[src/rtl/sun_seq_ctrl_if.sv]
// ---------------------------------------------------------------------------
// sun_seq_ctrl_if
// APB bus between the sun-sensor sequencer (master) and the sensor register
// block (slave).
//
// Signals
//   psel, penable, pwrite  master -> slave  transfer control
//   paddr, pwdata          master -> slave  address / write data (32 bit)
//   prdata                 slave -> master  read data (32 bit)
//   pready                 slave -> master  transfer completion
//
// Handshake: a transfer is one SETUP cycle (psel=1, penable=0) followed by
// ACCESS cycles (psel=1, penable=1). The transfer completes on the first
// ACCESS cycle in which pready=1; prdata is only meaningful in that cycle.
// paddr/pwrite/pwdata hold steady from SETUP to completion, and the master
// leaves at least one cycle with psel=0 before the next SETUP.
// ---------------------------------------------------------------------------
interface sun_seq_ctrl_if;
  logic        psel;
  logic        penable;
  logic        pwrite;
  logic [31:0] paddr;
  logic [31:0] pwdata;
  logic [31:0] prdata;
  logic        pready;

  modport master (
    output psel, penable, pwrite, paddr, pwdata,
    input  prdata, pready
  );

  modport slave (
    input  psel, penable, pwrite, paddr, pwdata,
    output prdata, pready
  );
endinterface

[src/rtl/sun_seq_ctrl.sv]
// ---------------------------------------------------------------------------
// sun_seq_ctrl
// Runs one sun-sensor frame over APB: writes the control word and the three
// configuration registers, streams xmax*ymax pixels into the pixel register,
// polls the status register until bit 0 is set, then reads back the h and k
// result registers.
//
// Ports
//   pclk, prst            clock, synchronous active-high reset
//   start                 run one frame (honoured only while idle)
//   cfg_threshold/xmax/ymax  frame configuration, latched on accepted start
//   pix_valid, pix_data   pixel stream in; pix_ready out (transfer on both)
//   apb                   APB master port (see sun_seq_ctrl_if)
//   busy                  frame in progress
//   done                  one-cycle pulse on successful completion
//   err                   abort flag, held until the next accepted start
//   h_out, k_out          last successfully read h / k register values
//   dbg_state, dbg_phase  FSM state and APB phase for observation
// ---------------------------------------------------------------------------
module sun_seq_ctrl #(
  parameter int POLL_LIMIT = 255,
  parameter int WAIT_LIMIT = 16
) (
  input  logic         pclk,
  input  logic         prst,
  input  logic         start,
  input  logic [7:0]   cfg_threshold,
  input  logic [7:0]   cfg_xmax,
  input  logic [7:0]   cfg_ymax,
  input  logic         pix_valid,
  input  logic [7:0]   pix_data,
  output logic         pix_ready,
  sun_seq_ctrl_if.master apb,
  output logic         busy,
  output logic         done,
  output logic         err,
  output logic [31:0]  h_out,
  output logic [31:0]  k_out,
  output logic [3:0]   dbg_state,
  output logic [1:0]   dbg_phase
);

  typedef enum logic [3:0] {
    S_IDLE, S_WR_CTRL, S_WR_THR, S_WR_XMAX, S_WR_YMAX, S_PIX_WAIT,
    S_WR_PIX, S_POLL, S_RD_H, S_RD_K, S_DONE
  } state_t;

  // Phase of the APB transfer owned by the current state. GAP is the
  // mandatory psel=0 cycle after completion; the next state is chosen there.
  typedef enum logic [1:0] {PH_SETUP, PH_ACCESS, PH_GAP} phase_t;

  localparam logic [15:0] WAIT_LAST = 16'(WAIT_LIMIT - 1);
  localparam logic [15:0] POLL_LAST = 16'(POLL_LIMIT);

  state_t      state, state_n;
  phase_t      phase, phase_n;
  logic [7:0]  thr_q, xmax_q, ymax_q, pix_q;
  logic [15:0] pix_cnt, poll_cnt, wait_cnt;
  logic        poll_ok, err_q;
  logic [31:0] h_q, k_q;

  logic        xfer;
  logic [7:0]  addr;
  logic        wr;
  logic [31:0] wdata;

  logic        accept, cfg_bad, xfer_ok, abort, pix_take;

  // Bus decode: which register each transfer state targets.
  always_comb begin
    xfer  = 1'b1;
    addr  = 8'h00;
    wr    = 1'b0;
    wdata = 32'h0;
    case (state)
      S_WR_CTRL: begin addr = 8'h0; wr = 1'b1; wdata = 32'h1; end
      S_WR_THR:  begin addr = 8'h1; wr = 1'b1; wdata = {24'd0, thr_q}; end
      S_WR_XMAX: begin addr = 8'h2; wr = 1'b1; wdata = {24'd0, xmax_q}; end
      S_WR_YMAX: begin addr = 8'h3; wr = 1'b1; wdata = {24'd0, ymax_q}; end
      S_WR_PIX:  begin addr = 8'h4; wr = 1'b1; wdata = {24'd0, pix_q}; end
      S_POLL:    addr = 8'h5;
      S_RD_H:    addr = 8'h8;
      S_RD_K:    addr = 8'h9;
      default:   xfer = 1'b0;
    endcase
  end

  // Next state and single-cycle strobes.
  always_comb begin
    state_n  = state;
    phase_n  = phase;
    accept   = 1'b0;
    cfg_bad  = 1'b0;
    xfer_ok  = 1'b0;
    abort    = 1'b0;
    pix_take = 1'b0;
    if (xfer) begin
      case (phase)
        PH_SETUP: phase_n = PH_ACCESS;
        PH_ACCESS: begin
          if (apb.pready) begin
            xfer_ok = 1'b1;
            phase_n = PH_GAP;
          end else if (wait_cnt == WAIT_LAST) begin
            abort   = 1'b1;
            state_n = S_IDLE;
            phase_n = PH_SETUP;
          end
        end
        PH_GAP: begin
          phase_n = PH_SETUP;
          case (state)
            S_WR_CTRL: state_n = S_WR_THR;
            S_WR_THR:  state_n = S_WR_XMAX;
            S_WR_XMAX: state_n = S_WR_YMAX;
            S_WR_YMAX: state_n = S_PIX_WAIT;
            S_WR_PIX:  state_n = (pix_cnt == 16'd0) ? S_POLL : S_PIX_WAIT;
            S_POLL: begin
              if (poll_ok) begin
                state_n = S_RD_H;
              end else if (poll_cnt >= POLL_LAST) begin
                abort   = 1'b1;
                state_n = S_IDLE;
              end else begin
                state_n = S_POLL;
              end
            end
            S_RD_H:    state_n = S_RD_K;
            S_RD_K:    state_n = S_DONE;
            default:   state_n = S_IDLE;
          endcase
        end
        default: phase_n = PH_SETUP;
      endcase
    end else begin
      phase_n = PH_SETUP;
      case (state)
        S_IDLE: begin
          if (start) begin
            if (cfg_xmax == 8'd0 || cfg_ymax == 8'd0) begin
              cfg_bad = 1'b1;
            end else begin
              accept  = 1'b1;
              state_n = S_WR_CTRL;
            end
          end
        end
        S_PIX_WAIT: begin
          if (pix_valid) begin
            pix_take = 1'b1;
            state_n  = S_WR_PIX;
          end
        end
        // start arriving here is dropped: DONE always returns to IDLE.
        S_DONE:  state_n = S_IDLE;
        default: state_n = S_IDLE;
      endcase
    end
  end

  always_ff @(posedge pclk) begin
    if (prst) begin
      state    <= S_IDLE;
      phase    <= PH_SETUP;
      thr_q    <= 8'd0;
      xmax_q   <= 8'd0;
      ymax_q   <= 8'd0;
      pix_q    <= 8'd0;
      pix_cnt  <= 16'd0;
      poll_cnt <= 16'd0;
      wait_cnt <= 16'd0;
      poll_ok  <= 1'b0;
      err_q    <= 1'b0;
      h_q      <= 32'h0;
      k_q      <= 32'h0;
    end else begin
      state <= state_n;
      phase <= phase_n;
      // Counts ACCESS cycles already spent without pready.
      wait_cnt <= (xfer && phase == PH_ACCESS && !apb.pready) ? wait_cnt + 16'd1 : 16'd0;
      if (accept) begin
        thr_q    <= cfg_threshold;
        xmax_q   <= cfg_xmax;
        ymax_q   <= cfg_ymax;
        pix_cnt  <= {8'd0, cfg_xmax} * {8'd0, cfg_ymax};
        poll_cnt <= 16'd0;
        poll_ok  <= 1'b0;
        err_q    <= 1'b0;
      end
      if (cfg_bad || abort) err_q <= 1'b1;
      if (pix_take) pix_q <= pix_data;
      if (xfer_ok) begin
        case (state)
          S_WR_PIX: pix_cnt <= pix_cnt - 16'd1;
          S_POLL: begin
            poll_cnt <= poll_cnt + 16'd1;
            poll_ok  <= apb.prdata[0];
          end
          S_RD_H:  h_q <= apb.prdata;
          S_RD_K:  k_q <= apb.prdata;
          default: ;
        endcase
      end
    end
  end

  assign apb.psel    = xfer && (phase != PH_GAP);
  assign apb.penable = xfer && (phase == PH_ACCESS);
  assign apb.pwrite  = wr;
  assign apb.paddr   = {24'd0, addr};
  assign apb.pwdata  = wdata;

  assign pix_ready = (state == S_PIX_WAIT);
  assign busy      = (state != S_IDLE);
  assign done      = (state == S_DONE);
  assign err       = err_q;
  assign h_out     = h_q;
  assign k_out     = k_q;
  assign dbg_state = state;
  assign dbg_phase = phase;

endmodule

[src/flat_wrapper.sv]
// flat-port wrapper written by rule: the top's interface ports become plain ports
module sun_seq_ctrl_flat 
#(
  parameter int POLL_LIMIT = 255,
  parameter int WAIT_LIMIT = 16
)
  (pclk, prst, start, cfg_threshold, cfg_xmax, cfg_ymax, pix_valid, pix_data, pix_ready, busy, done, err, h_out, k_out, dbg_state, dbg_phase, apb_psel, apb_penable, apb_pwrite, apb_paddr, apb_pwdata, apb_prdata, apb_pready);
  sun_seq_ctrl_if apb_i ();
  input  logic pclk;
  input  logic prst;
  input  logic start;
  input  logic [7:0] cfg_threshold;
  input  logic [7:0] cfg_xmax;
  input  logic [7:0] cfg_ymax;
  input  logic pix_valid;
  input  logic [7:0] pix_data;
  output logic pix_ready;
  output logic busy;
  output logic done;
  output logic err;
  output logic [31:0] h_out;
  output logic [31:0] k_out;
  output logic [3:0] dbg_state;
  output logic [1:0] dbg_phase;
  output wire logic [$bits(apb_i.psel)-1:0] apb_psel;
  output wire logic [$bits(apb_i.penable)-1:0] apb_penable;
  output wire logic [$bits(apb_i.pwrite)-1:0] apb_pwrite;
  output wire logic [$bits(apb_i.paddr)-1:0] apb_paddr;
  output wire logic [$bits(apb_i.pwdata)-1:0] apb_pwdata;
  input wire logic [$bits(apb_i.prdata)-1:0] apb_prdata;
  input wire logic [$bits(apb_i.pready)-1:0] apb_pready;
  assign apb_psel = apb_i.psel;
  assign apb_penable = apb_i.penable;
  assign apb_pwrite = apb_i.pwrite;
  assign apb_paddr = apb_i.paddr;
  assign apb_pwdata = apb_i.pwdata;
  assign apb_i.prdata = apb_prdata;
  assign apb_i.pready = apb_pready;
  sun_seq_ctrl #(.POLL_LIMIT(POLL_LIMIT), .WAIT_LIMIT(WAIT_LIMIT)) u_core (.pclk(pclk), .prst(prst), .start(start), .cfg_threshold(cfg_threshold), .cfg_xmax(cfg_xmax), .cfg_ymax(cfg_ymax), .pix_valid(pix_valid), .pix_data(pix_data), .pix_ready(pix_ready), .apb(apb_i), .busy(busy), .done(done), .err(err), .h_out(h_out), .k_out(k_out), .dbg_state(dbg_state), .dbg_phase(dbg_phase));
endmodule
[config.mk]
export PLATFORM = sky130hd
export DESIGN_NAME = sun_seq_ctrl_flat
export DESIGN_NICKNAME = d
export VERILOG_FILES = /design/src/rtl/sun_seq_ctrl_if.sv /design/src/rtl/sun_seq_ctrl.sv /design/src/flat_wrapper.sv
export SDC_FILE = /design/constraint.sdc
export NUM_CORES = 1
export LEC_CHECK = 0
export CORE_ASPECT_RATIO = 1.25
export CORE_UTILIZATION = 39
export DETAILED_ROUTE_END_ITERATION = 7
export MAX_ROUTING_LAYER = met4
export SKIP_CTS_REPAIR_TIMING = 1
export SLEW_MARGIN = 10
export SYNTH_ARGS = -nofsm -noshare
export SYNTH_HDL_FRONTEND = slang
export SYNTH_SLANG_ARGS = --single-unit
[constraint.sdc]
create_clock -name pclk -period 6.3 [get_ports pclk]
set_input_delay 1.26 -clock pclk [delete_from_list [all_inputs] [get_ports pclk]]
set_output_delay 1.26 -clock pclk [all_outputs]
set_load 0.005 [all_outputs]
==> results.txt <==
----------------------------------------------------
[Status]
  Run status ... completed

[Yosys]
  Most common flop cell mapped by yosys ... sky130_fd_sc_hd__dfxtp_1
  Number of distinct library cells after synthesis ... 68
  Most area-consuming cells after synthesis ... sky130_fd_sc_hd__dfxtp_1, sky130_fd_sc_hd__nand2_1, sky130_fd_sc_hd__fa_1, sky130_fd_sc_hd__a21oi_1, sky130_fd_sc_hd__ha_1
  Post-synth ARST share ... 0
  Total of flip-flops plus latches after synthesis ... 152
  Synthesized area per cell ... 8.024 sq um
  Number of cells produced by synthesis ... 1,149
  Seq/Total Area, Yosys ... 0.3300
  Syn. warnings ... 0
  Number of enable flip-flop cells after synthesis ... 0
  Synth top area share ... 0.3300
  Cell taking the most area after synthesis ... sky130_fd_sc_hd__dfxtp_1
  Synthesized area ... 9220 sq um

[Pwr]
  Logic pwr share ... 0.354
  Share of power burned in the clock network ... 0.311
  Reg power frac ... 0.335
  Total Power ... 3.364 mW
  Cell area power density ... 297.0 nW/um^2
  Standby leakage power ... 4.397 nW
  IR Drop Worst-Case VDD ... 0.1768 mV
  Sw Share ... 0.3602
  Net Sw Power ... 1.212 mW
  Internal ... 2.152 mW

[Finish]
  Fraction of final layout cells sized beyond drive strength 1 ... 0.05378
  Diodes inserted ... 0
  Storage element area ... 3043 sq um
  Total non-filler cell area in the finished layout ... 11,320 sq um
  Combined area of the multi-input logic cells ... 5444 sq um
  Top library cells by usage in the layout, fill and taps aside ... sky130_fd_sc_hd__nand2_1, sky130_fd_sc_hd__clkdlybuf4s50_1, sky130_fd_sc_hd__dfxtp_1
  Area growth syn-to-layout ... 22.83%
  Filler cell count ... 2,363
  Final #Nets ... 1,417
  Non-filler cells in the finished layout ... 1,571
  Leading cell type in the layout, fill and taps excluded ... sky130_fd_sc_hd__nand2_1
  Final design utilization ... 0.4899

[Global routing]
  Total global routing track utilization ... 0.2088
  Global-route wire length before repair ... 39.63 mm
  Largest net degree at the start of global routing ... 64
  Global Route met2 Usage ... 0.3639
  Number of global-route vias before repair ... 7,638
  Initial antenna violation count ... 0
  Busiest metal layer after global routing ... met2
  GRT overflow ... 0
  GRT met1 Usage ... 0.2449
  Met3 Use GR ... 0.03388

[Place]
  Final estimated routing congestion in global placement ... 0.8752
  Placed Cells ... 1,539
  HPWL after DPL ... 17.81 mm
  Placed cell area ... 10,720 sq um
  Count of input and output buffers ... 157
  DP Worst Slack ... 0.4409 ns

[CTS]
  Total number of H-tree levels ... 4
  Clk buf depth ... 2
  CTS tree ... built
  Num CTS Buffers ... 17
  CTS sink cnt ... 152
  Clock latency on the worst-skew pair ... 0.43 ns
  Clk root buf ... sky130_fd_sc_hd__clkbuf_16
  Clock-pin transition on the worst setup and hold timing paths ... 0.07 ns

[Critical path]
  Startpoint type of the worst setup path ... input port
  FF-to-FF Start ... u_core.dbg_state[0]
  Maximum fanout count along the critical path ... 10
  Endpoint required time on the critical path ... 6.62 ns
  Number of cells on the worst reg-to-reg path ... 8
  Start point of the critical path ... cfg_ymax[4]
  Endpoint of the most critical register-to-register path ... u_core.pix_cnt[0]
  Capturing element of the worst setup path ... u_core.pix_cnt[15]
  Register-to-Register Setup Slack ... 3.36 ns
  Type of the worst setup path ... in2reg
  Critical Path Sink Type ... flip-flop
  Crit path arrival time ... 5.73 ns

[STA]
  Maximum clock frequency ... 0.1848 GHz
  Portion of the clock cycle consumed by the worst path in the final layout ... 0.8591
  Max-slew violation total from the final report ... 0
  Worst slew margin ... 0.3690
  Setup repair after global routing missed its margin ... false
  Final critical delay including setup and external delays ... 5.412 ns
  Transition time of the tightest slew-check pin ... 0.9452 ns
  Total negative setup slack ... 0 ns
  Final Skew ... 0.01202 ns
  Post-Route Hold Slack ... 0.4410 ns
  Final setup margin ... 0.8875 ns
  Final count of hold timing violations ... 0
  Setup Viol. Count Final ... 0

[Die]
  Overall die width ... 139.5 microns
  Number of rows in the core area ... 62
  Effective utilization at floorplan ... 0.3988
  Floorplan die height ... 173.9 microns
  Die ar. ... 24,260 sq um
  Boundary pin count ... 210
  Core outline area ... 23,120 sq um

[Job]
  Number of violations of the max-capacitance limit ... 0

[Detailed routing]
  Final antenna-violating net count ... 0
  Violation count after the first detailed-routing iteration ... 413
  Detailed Route WL ... 23.94 mm
  Detailed-route DRC error count ... 0
  Vias after detailed routing ... 8,005
  Via-to-Cell Ratio ... 5.095
  Detail-routed net length per standard cell ... 15.24 microns
  Number of detailed-routing iterations run before antenna repair ... 5

[Hold path]
  Worst Hold Class ... reg2reg

----------------------------------------------------
==> cell families (layout without fill, tap and decap cells) <==
kind of cell / count (synthesis) / in the layout / synth area share
xor gates and xnor gates: 37 / 37 / 0.03515
adders and majority gates: 78 / 78 / 0.1352
DFF: 152 / 152 / 0.3300
and+or+nand+nor: 479 / 479 / 0.2470
other: 1 / 52 / 0.0004067
muxes: 8 / 8 / 0.009363
AOI/OAI and AO/OA: 219 / 219 / 0.1409
buffers and inverters: 175 / 258 / 0.1020
==> metal layers <==
metal	up-vias	wire, microns
met1	3766	10150
met2	229	12180
met3	31	1246
met5	-	0
li1	3979	-
met4	0	366
==> sequential cells by signal, indices dropped and copies added, names as in the netlist <==
| register | cells |
|---|---|
| u_core.dbg_phase | 2 |
| u_core.h_out | 32 |
| u_core.pix_q | 8 |
| u_core.dbg_state | 4 |
| u_core.xmax_q | 8 |
| u_core.ymax_q | 8 |
| u_core.wait_cnt | 16 |
| u_core.pix_cnt | 16 |
| u_core.thr_q | 8 |
| u_core.poll_ok | 1 |
| u_core.err | 1 |
| u_core.poll_cnt | 16 |
| u_core.k_out | 32 |
==> synth_stat cells (3+ instances only) <==
| library cell | instances |
|---|---|
| sky130_fd_sc_hd__nand2_1 | 229 |
| sky130_fd_sc_hd__dfxtp_1 | 152 |
| sky130_fd_sc_hd__a21oi_1 | 131 |
| sky130_fd_sc_hd__nor2_1 | 70 |
| sky130_fd_sc_hd__inv_1 | 57 |
| sky130_fd_sc_hd__and2_1 | 56 |
| sky130_fd_sc_hd__buf_4 | 52 |
| sky130_fd_sc_hd__clkbuf_1 | 50 |
| sky130_fd_sc_hd__ha_1 | 42 |
| sky130_fd_sc_hd__fa_1 | 36 |
| sky130_fd_sc_hd__nand3_1 | 30 |
| sky130_fd_sc_hd__xor2_1 | 19 |
| sky130_fd_sc_hd__xnor2_1 | 18 |
| sky130_fd_sc_hd__o21ai_0 | 17 |
| sky130_fd_sc_hd__nor3_1 | 16 |
| sky130_fd_sc_hd__a22oi_1 | 14 |
| sky130_fd_sc_hd__and3_1 | 11 |
| sky130_fd_sc_hd__nand2b_1 | 11 |
| sky130_fd_sc_hd__nor4_1 | 11 |
| sky130_fd_sc_hd__a21o_1 | 7 |
| sky130_fd_sc_hd__a31oi_1 | 7 |
| sky130_fd_sc_hd__nor2b_1 | 7 |
| sky130_fd_sc_hd__o22ai_1 | 7 |
| sky130_fd_sc_hd__a211oi_1 | 6 |
| sky130_fd_sc_hd__clkbuf_8 | 6 |
| sky130_fd_sc_hd__nand4_1 | 6 |
| sky130_fd_sc_hd__or3_1 | 6 |
| sky130_fd_sc_hd__buf_2 | 5 |
| sky130_fd_sc_hd__mux2_2 | 5 |
| sky130_fd_sc_hd__o211ai_1 | 4 |
| sky130_fd_sc_hd__a211o_1 | 3 |
| sky130_fd_sc_hd__and4_1 | 3 |
| sky130_fd_sc_hd__buf_6 | 3 |
| sky130_fd_sc_hd__mux2i_1 | 3 |
| sky130_fd_sc_hd__o21a_1 | 3 |
| sky130_fd_sc_hd__o21ai_1 | 3 |
| sky130_fd_sc_hd__o31ai_1 | 3 |
| sky130_fd_sc_hd__or4_1 | 3 |
==> worst max-delay path: stages <==
cell,delay (ns)
sky130_fd_sc_hd__clkdlybuf4s50_1,0.60
sky130_fd_sc_hd__and2_1,0.28
sky130_fd_sc_hd__fa_1,0.56
sky130_fd_sc_hd__fa_1,0.46
sky130_fd_sc_hd__fa_1,0.55
sky130_fd_sc_hd__inv_1,0.05
sky130_fd_sc_hd__fa_1,0.53
sky130_fd_sc_hd__inv_1,0.04
sky130_fd_sc_hd__ha_1,0.34
sky130_fd_sc_hd__o211ai_1,0.10
sky130_fd_sc_hd__a21oi_1,0.20
sky130_fd_sc_hd__o21ai_1,0.13
sky130_fd_sc_hd__a21oi_1,0.17
sky130_fd_sc_hd__xnor2_1,0.11
sky130_fd_sc_hd__a2111oi_2,0.34
==> cell type report <==
class	instances	area share
Inverter	58	0.01922
Sequential cell	152	0.2687
Clock inverter	15	0.01613
Multi-Input combinational cell	873	0.4807
Tap cell	288	0.03182
Timing Repair Buffer	168	0.1458
Clock buffer	17	0.03756
==> power by group through the flow <==
stage | sequential [mW] | clock [mW] | combinational [mW]
global placement | 1.14 | 0 | 1.18
finish | 1.13 | 1.05 | 1.19
CTS | 1.12 | 1.07 | 1.20
global route | 1.14 | 1.12 | 1.34
detailed placement | 1.14 | 0 | 1.19
floorplan | 1.11 | 0 | 0.902
==> worst min-delay path by stage <==
stage / start / to / slack (ns) / cells past startpoint
2_1_floorplan: u_core.wait_cnt[0] / u_core.wait_cnt[0] / 0.41 / 1
3_3_place_gp: u_core.wait_cnt[0] / u_core.wait_cnt[0] / 0.43 / 1
5_1_grt: u_core.h_out[29] / u_core.h_out[29] / 0.47 / 2
4_1_cts: u_core.wait_cnt[0] / u_core.wait_cnt[0] / 0.45 / 1
3_5_place_dp: u_core.wait_cnt[0] / u_core.wait_cnt[0] / 0.44 / 1
6_report: u_core.wait_cnt[0] / u_core.wait_cnt[0] / 0.44 / 1
No activity file was read; power rests on OpenSTA's default activity.
